==> src/rtl/ddr_req_queue.sv <==
// Front-end request queue for the LPDDR controller: buffers user requests in a
// FIFO, issues one command at a time paced on a synchronized BUSY, and returns read bursts.
module ddr_req_queue #(
  parameter  int BURST_LENGTH = 16,
  parameter  int DEPTH        = 4,
  parameter  int TIMEOUT      = 64,
  localparam int DATA_W       = 16 * BURST_LENGTH
) (
  input  logic              SYS_CLK_100M,
  input  logic              RESET,
  input  logic              REQ_VALID,
  output logic              REQ_READY,
  input  logic              REQ_WRITE,
  input  logic [24:0]       REQ_ADDR,
  input  logic [3:0]        REQ_LEN,
  input  logic [DATA_W-1:0] REQ_DATA,
  output logic              CMD_WRITE,
  output logic              CMD_READ,
  output logic [1:0]        CMD_BA,
  output logic [12:0]       CMD_ROW,
  output logic [9:0]        CMD_COL,
  output logic [3:0]        CMD_LEN,
  output logic [DATA_W-1:0] CMD_DATA,
  input  logic              CTRL_BUSY,
  input  logic [DATA_W-1:0] CTRL_RD_DATA,
  output logic              RD_VALID,
  output logic [DATA_W-1:0] RD_DATA,
  output logic              ERR
);
  localparam int AW = $clog2(DEPTH);
  localparam int CW = $clog2(TIMEOUT + 1);

  typedef struct packed {
    logic              wr;
    logic [24:0]       addr;
    logic [3:0]        len;
    logic [DATA_W-1:0] data;
  } req_t;

  typedef enum logic [1:0] {IDLE, ISSUE, WAIT_DONE} state_t;

  req_t          mem_q [DEPTH];
  req_t          head;
  logic [AW-1:0] wr_ptr_q, rd_ptr_q;
  logic [AW:0]   cnt_q, cnt_d;
  logic          full, empty, push, pop;
  logic [1:0]    sync_q;
  logic          busy_s;

  state_t            state_q, state_d;
  logic              cmd_wr_q, cmd_wr_d, cmd_rd_q, cmd_rd_d, is_rd_q, is_rd_d;
  logic [1:0]        ba_q, ba_d;
  logic [12:0]       row_q, row_d;
  logic [9:0]        col_q, col_d;
  logic [3:0]        len_q, len_d;
  logic [DATA_W-1:0] data_q, data_d, rd_data_q, rd_data_d;
  logic [CW-1:0]     tmo_q, tmo_d;
  logic              rd_valid_q, rd_valid_d, err_q, err_d;

  assign full      = (cnt_q == (AW+1)'(DEPTH));
  assign empty     = (cnt_q == '0);
  assign REQ_READY = !full;
  assign push      = REQ_VALID && !full;
  assign head      = mem_q[rd_ptr_q];
  assign busy_s    = sync_q[1];

  always_ff @(posedge SYS_CLK_100M) begin
    if (push) mem_q[wr_ptr_q] <= '{wr: REQ_WRITE, addr: REQ_ADDR, len: REQ_LEN, data: REQ_DATA};
  end

  always_comb begin
    cnt_d = cnt_q;
    case ({push, pop})
      2'b10:   cnt_d = cnt_q + 1'b1;
      2'b01:   cnt_d = cnt_q - 1'b1;
      default: cnt_d = cnt_q;
    endcase
  end

  always_comb begin
    state_d    = state_q;
    cmd_wr_d   = cmd_wr_q;
    cmd_rd_d   = cmd_rd_q;
    is_rd_d    = is_rd_q;
    ba_d       = ba_q;
    row_d      = row_q;
    col_d      = col_q;
    len_d      = len_q;
    data_d     = data_q;
    tmo_d      = tmo_q;
    rd_data_d  = rd_data_q;
    rd_valid_d = 1'b0;
    err_d      = err_q;
    pop        = 1'b0;
    case (state_q)
      IDLE: if (!empty && !busy_s) begin
        pop      = 1'b1;
        cmd_wr_d = head.wr;
        cmd_rd_d = !head.wr;
        is_rd_d  = !head.wr;
        ba_d     = head.addr[24:23];
        row_d    = head.addr[22:10];
        col_d    = head.addr[9:0];
        len_d    = head.len;
        data_d   = head.data;
        tmo_d    = '0;
        state_d  = ISSUE;
      end
      ISSUE: begin
        if (busy_s) begin
          cmd_wr_d = 1'b0;
          cmd_rd_d = 1'b0;
          state_d  = WAIT_DONE;
        end else if (tmo_q == CW'(TIMEOUT - 1)) begin
          // Controller never acknowledged: drop the command and flag it.
          cmd_wr_d = 1'b0;
          cmd_rd_d = 1'b0;
          err_d    = 1'b1;
          state_d  = IDLE;
        end else begin
          tmo_d = tmo_q + 1'b1;
        end
      end
      WAIT_DONE: if (!busy_s) begin
        if (is_rd_q) begin
          rd_data_d  = CTRL_RD_DATA;
          rd_valid_d = 1'b1;
        end
        state_d = IDLE;
      end
      default: state_d = IDLE;
    endcase
  end

  always_ff @(posedge SYS_CLK_100M or posedge RESET) begin
    if (RESET) begin
      wr_ptr_q   <= '0;
      rd_ptr_q   <= '0;
      cnt_q      <= '0;
      sync_q     <= 2'b11;
      state_q    <= IDLE;
      cmd_wr_q   <= 1'b0;
      cmd_rd_q   <= 1'b0;
      is_rd_q    <= 1'b0;
      ba_q       <= '0;
      row_q      <= '0;
      col_q      <= '0;
      len_q      <= '0;
      data_q     <= '0;
      tmo_q      <= '0;
      rd_data_q  <= '0;
      rd_valid_q <= 1'b0;
      err_q      <= 1'b0;
    end else begin
      if (push) wr_ptr_q <= wr_ptr_q + 1'b1;
      if (pop)  rd_ptr_q <= rd_ptr_q + 1'b1;
      cnt_q      <= cnt_d;
      sync_q     <= {sync_q[0], CTRL_BUSY};
      state_q    <= state_d;
      cmd_wr_q   <= cmd_wr_d;
      cmd_rd_q   <= cmd_rd_d;
      is_rd_q    <= is_rd_d;
      ba_q       <= ba_d;
      row_q      <= row_d;
      col_q      <= col_d;
      len_q      <= len_d;
      data_q     <= data_d;
      tmo_q      <= tmo_d;
      rd_data_q  <= rd_data_d;
      rd_valid_q <= rd_valid_d;
      err_q      <= err_d;
    end
  end

  assign CMD_WRITE = cmd_wr_q;
  assign CMD_READ  = cmd_rd_q;
  assign CMD_BA    = ba_q;
  assign CMD_ROW   = row_q;
  assign CMD_COL   = col_q;
  assign CMD_LEN   = len_q;
  assign CMD_DATA  = data_q;
  assign RD_VALID  = rd_valid_q;
  assign RD_DATA   = rd_data_q;
  assign ERR       = err_q;

endmodule
==> config.mk <==
export PLATFORM = sky130hd
export DESIGN_NAME = ddr_req_queue
export DESIGN_NICKNAME = d
export VERILOG_FILES = /design/src/rtl/ddr_req_queue.sv
export SDC_FILE = /design/constraint.sdc
export NUM_CORES = 2
export LEC_CHECK = 0
export BUFFER_PORTS_ARGS = -buffer_cell sky130_fd_sc_hd__buf_4
export CAP_MARGIN = 20
export CORE_AREA = 2 2 426 428
export DETAILED_ROUTE_END_ITERATION = 16
export DIE_AREA = 0 0 428 430
export SYNTH_ARGS = -nofsm -noshare
export SYNTH_HDL_FRONTEND = slang
export SYNTH_SLANG_ARGS = --single-unit
==> constraint.sdc <==
create_clock -name SYS_CLK_100M -period 23.1 [get_ports SYS_CLK_100M]
set_clock_uncertainty 0.05 [all_clocks]
set_input_delay 3.465 -clock SYS_CLK_100M [delete_from_list [all_inputs] [get_ports SYS_CLK_100M]]
set_output_delay 3.465 -clock SYS_CLK_100M [all_outputs]
set_load 0.02 [all_outputs]
==> flow_summary.ini <==
[outcome]
status = completed

[timing]
setup_tns_ns = 0
rsz0062_at_grt = no
setup_viol = 0
worstMarginPinSlew_ns = 1.34
fin_crit_ns = 6.08
slew_viol_final = 0
fmax_ghz = 0.164
maxSlewHeadroom = 0.106
timing.final.hold_violations = 0
period_share = 0.263

[power]
intPower_w = 0.00748
switchingPower_w = 0.00388
power_frac_seq = 0.408
max-vdd-ir-drop_mv = 0.0866
clkPwrFrac = 0.258
power.leakage_nw = 31.4
pwr_density_cell_mw_per_mm2 = 143
power_frac_comb = 0.334
switching_share = 0.342

[yosys]
synthMuxAreaShare = 0.150
yosysUniqueCellTypes = 38
synthAdderAreaFrac = 0.00153
synth_cells = 3334
yosysSeqAreaShare = 0.779
yosys_warnings = 0
synth_top_family_by_area = multiplexers
synthSimpleGateAreaFrac = 0.0543
synth-xor-area-share = 0.000844
ys_ff_latch = 1708
syn_nets = 3887
syn-cell-area_sq_mm = 0.0623
synth_compound_area_frac = 0.00209
avgSynthCellArea_sq_um = 18.7

[route]
wl_per_cell_um = 26.4
dr.pass1.iters = 6
ant_nets = 0
drt_iter0_markers = 2108
finalWirelength_um = 186000
drc = 0
vias = 33700
viasPerCell = 4.78

[worst_setup_path]
rr_startpoint = state_q[1]
path_cells = buf_4 -> and3_4 -> buf_4 -> buf_4 -> buf_4
r2r_cells = 8
worstPathMaxFanout = 53
slowest_delay_ns = 0.77
rrSetupSlack_ns = 18.80
crit_arrival_ns = 6.47
crit_type = input port to flop
path_delay_family = buffers and inverters
required_ns = 23.49
r2r_end = RD_DATA[135]
setup.worst_path.start_class = input port
path_buf_inv = 4
end_kind = flop
crit_top_cell = buf_4
cpMaxStageDelayCell = buf_4

[floorplanning]
io_pins = 1092
dieArea_sq_mm = 0.184
core.rowCount = 156
die_w_um = 428
die_height_um = 430
core_area_sq_mm = 0.180
start_util = 0.346

[placement]
gp_congestion = 0.864
portBuffers = 1091
place_hpwl_um = 126000
place_inst = 6676

[clock_network]
post-cts-setup-buffers = 0
cts_hold_buf = 0
root_buffer = clkbuf_16
clkTransAtPathRegs_ns = 0.06
cts_max_level = 4
numClockSinks = 1708
cts_max_path_buffers = 3
cts-resized-gates = 0
cts_tree = built
numCtsBuffers = 179
clock_latency_ns = 0.82

[run]
drv_cap = 0

[worst_hold_path]
holdPathEnd = sync_q[1]
min_from = sync_q[0]
whs_path_depth = 0
min_path_type = flop to flop

[layout]
nNetsFinal = 5043
syn_to_final_growth_pct = 27.4
mostFrequentLayoutCells = edfxtp_1 (1144), buf_4 (1119), nand2_1 (861)
stdcell_count = 7044
final_layout_size_suffix_gt1_frac = 0.422
final_common_cell = edfxtp_1

[grt]
grt.overflow.total = 0
grt_usage = 0.199
grt_pass1_vias = 35500
grt_max_degree = 166
antenna_found_initial = 49
grt_pass1_wl_um = 263000
## sequential cells by signal (all words and copies together), names as in the netlist, 2 cells and up
register,cells
CMD_BA,2
CMD_COL,10
CMD_DATA,256
CMD_LEN,4
CMD_ROW,13
RD_DATA,256
cnt_q,3
mem_q,1144
rd_ptr_q,2
state_q,2
sync_q,2
tmo_q,7
wr_ptr_q,2
## cell usage after synthesis
cell	number	area share
a21oi_1	3	0.00024
nand3_1	5	0.00040
a41oi_1	1	0.00014
a21o_1	2	0.00024
fa_1	1	0.00032
o2bb2ai_1	1	0.00014
inv_2	1	0.000060
buf_6	1	0.00018
dfstp_2	2	0.00084
o31ai_1	1	0.00012
nand2b_1	1	0.00010
buf_2	80	0.0064
clkbuf_1	64	0.0039
a31oi_1	2	0.00020
nor2b_1	2	0.00020
nor3_1	3	0.00024
xor2_1	2	0.00028
inv_1	8	0.00048
and2_1	2	0.00020
and3_1	4	0.00040
mux2i_1	1	0.00016
ha_1	6	0.0012
nor3_2	1	0.00016
o21ai_0	4	0.00032
a22o_1	1	0.00014
nor3b_4	1	0.00030
or4_1	2	0.00024
buf_4	12	0.0014
xnor2_1	4	0.00056
nor2_1	2	0.00012
edfxtp_1	1144	0.55
mux4_2	286	0.10
mux2_2	258	0.047
o31ai_4	1	0.00034
nand2_1	861	0.052
o21a_1	1	0.00012
o21ai_1	1	0.000080
dfrtp_1	562	0.23
## area by class of cell
| cell class | count | area (sq um) |
|---|---|---|
| clock inverter | 75 | 890 |
| inverter | 9 | 48.8 |
| timing repair buffer | 1132 | 8690 |
| clock buffer | 263 | 5150 |
| sequential | 1708 | 48500 |
| fill | 15800 | 100000 |
| tap | 2370 | 2970 |
| multi-input combinational | 1460 | 13000 |
| antenna | 27 | 67.6 |
## how the worst max path moves through the flow
stage	slack, ns	cells past startpoint	startpoint	endpoint
floorplan	3.81	1	RESET	CMD_BA[0]
global placement	16.16	5	REQ_VALID	mem_q[2][36]
detailed placement	16.16	5	REQ_VALID	mem_q[2][36]
CTS	17.04	5	REQ_VALID	mem_q[2][45]
global route	16.88	5	REQ_VALID	mem_q[2][45]
finish	17.02	5	REQ_VALID	mem_q[2][28]
## cells by family (layout without fill, tap and decap cells)
logic type,Yosys count,after routing
AO/OA/AOI/OAI,18,18
XOR/XNOR,6,6
adder cells (fa/ha/maj),7,7
buffers and inverters,166,1479
flip-flops,1708,1708
multiplexers,545,545
other,0,27
AND/OR/NAND/NOR,884,884
## routing by layer
layer	wire, um	share of wire	track usage	vias up
met1	64600	0.35	0.208	17400
met5	165	0.00089	0	-
met2	98100	0.53	0.350	1049
met3	11900	0.064	0.0591	348
li1	-	-	-	14800
met4	11500	0.062	0.124	28
## worst reg2reg max path, cell delays in order (launching register included)
cell	delay, ns
dfrtp_1	0.45
nand2_1	0.12
nor3_4	0.12
buf_4	0.64
buf_4	0.74
buf_4	0.81
buf_4	0.48
buf_16	0.35
mux2_2	0.43
## power by group through the flow
stage / Clock (W) / Sequential (W) / Combinational [W]
final: 0.00293 / 0.00464 / 0.00380
after global routing: 0.00311 / 0.00472 / 0.00403
after CTS: 0.00300 / 0.00464 / 0.00388
after detailed placement: 0 / 0.00469 / 0.00387
after global placement: 0 / 0.00468 / 0.00383
after floorplan: 0 / 0.00526 / 0.00163
## per-stage QoR
step	setup slack (ns)	area [sq um]	util	total power, W	hold WS [ns]
4_1_cts	17.04	79200	0.440	0.0115	0.309
3_3_place_gp	16.16	73100	0.407	0.00851	0.304
3_5_place_dp	16.16	73100	0.407	0.00856	0.304
2_1_floorplan	3.81	62300	-	0.00690	0.295
6_report	17.02	79300	0.441	0.0114	0.309
5_1_grt	16.88	79300	0.441	0.0119	0.306
No activity file was read; power rests on OpenSTA's default activity.
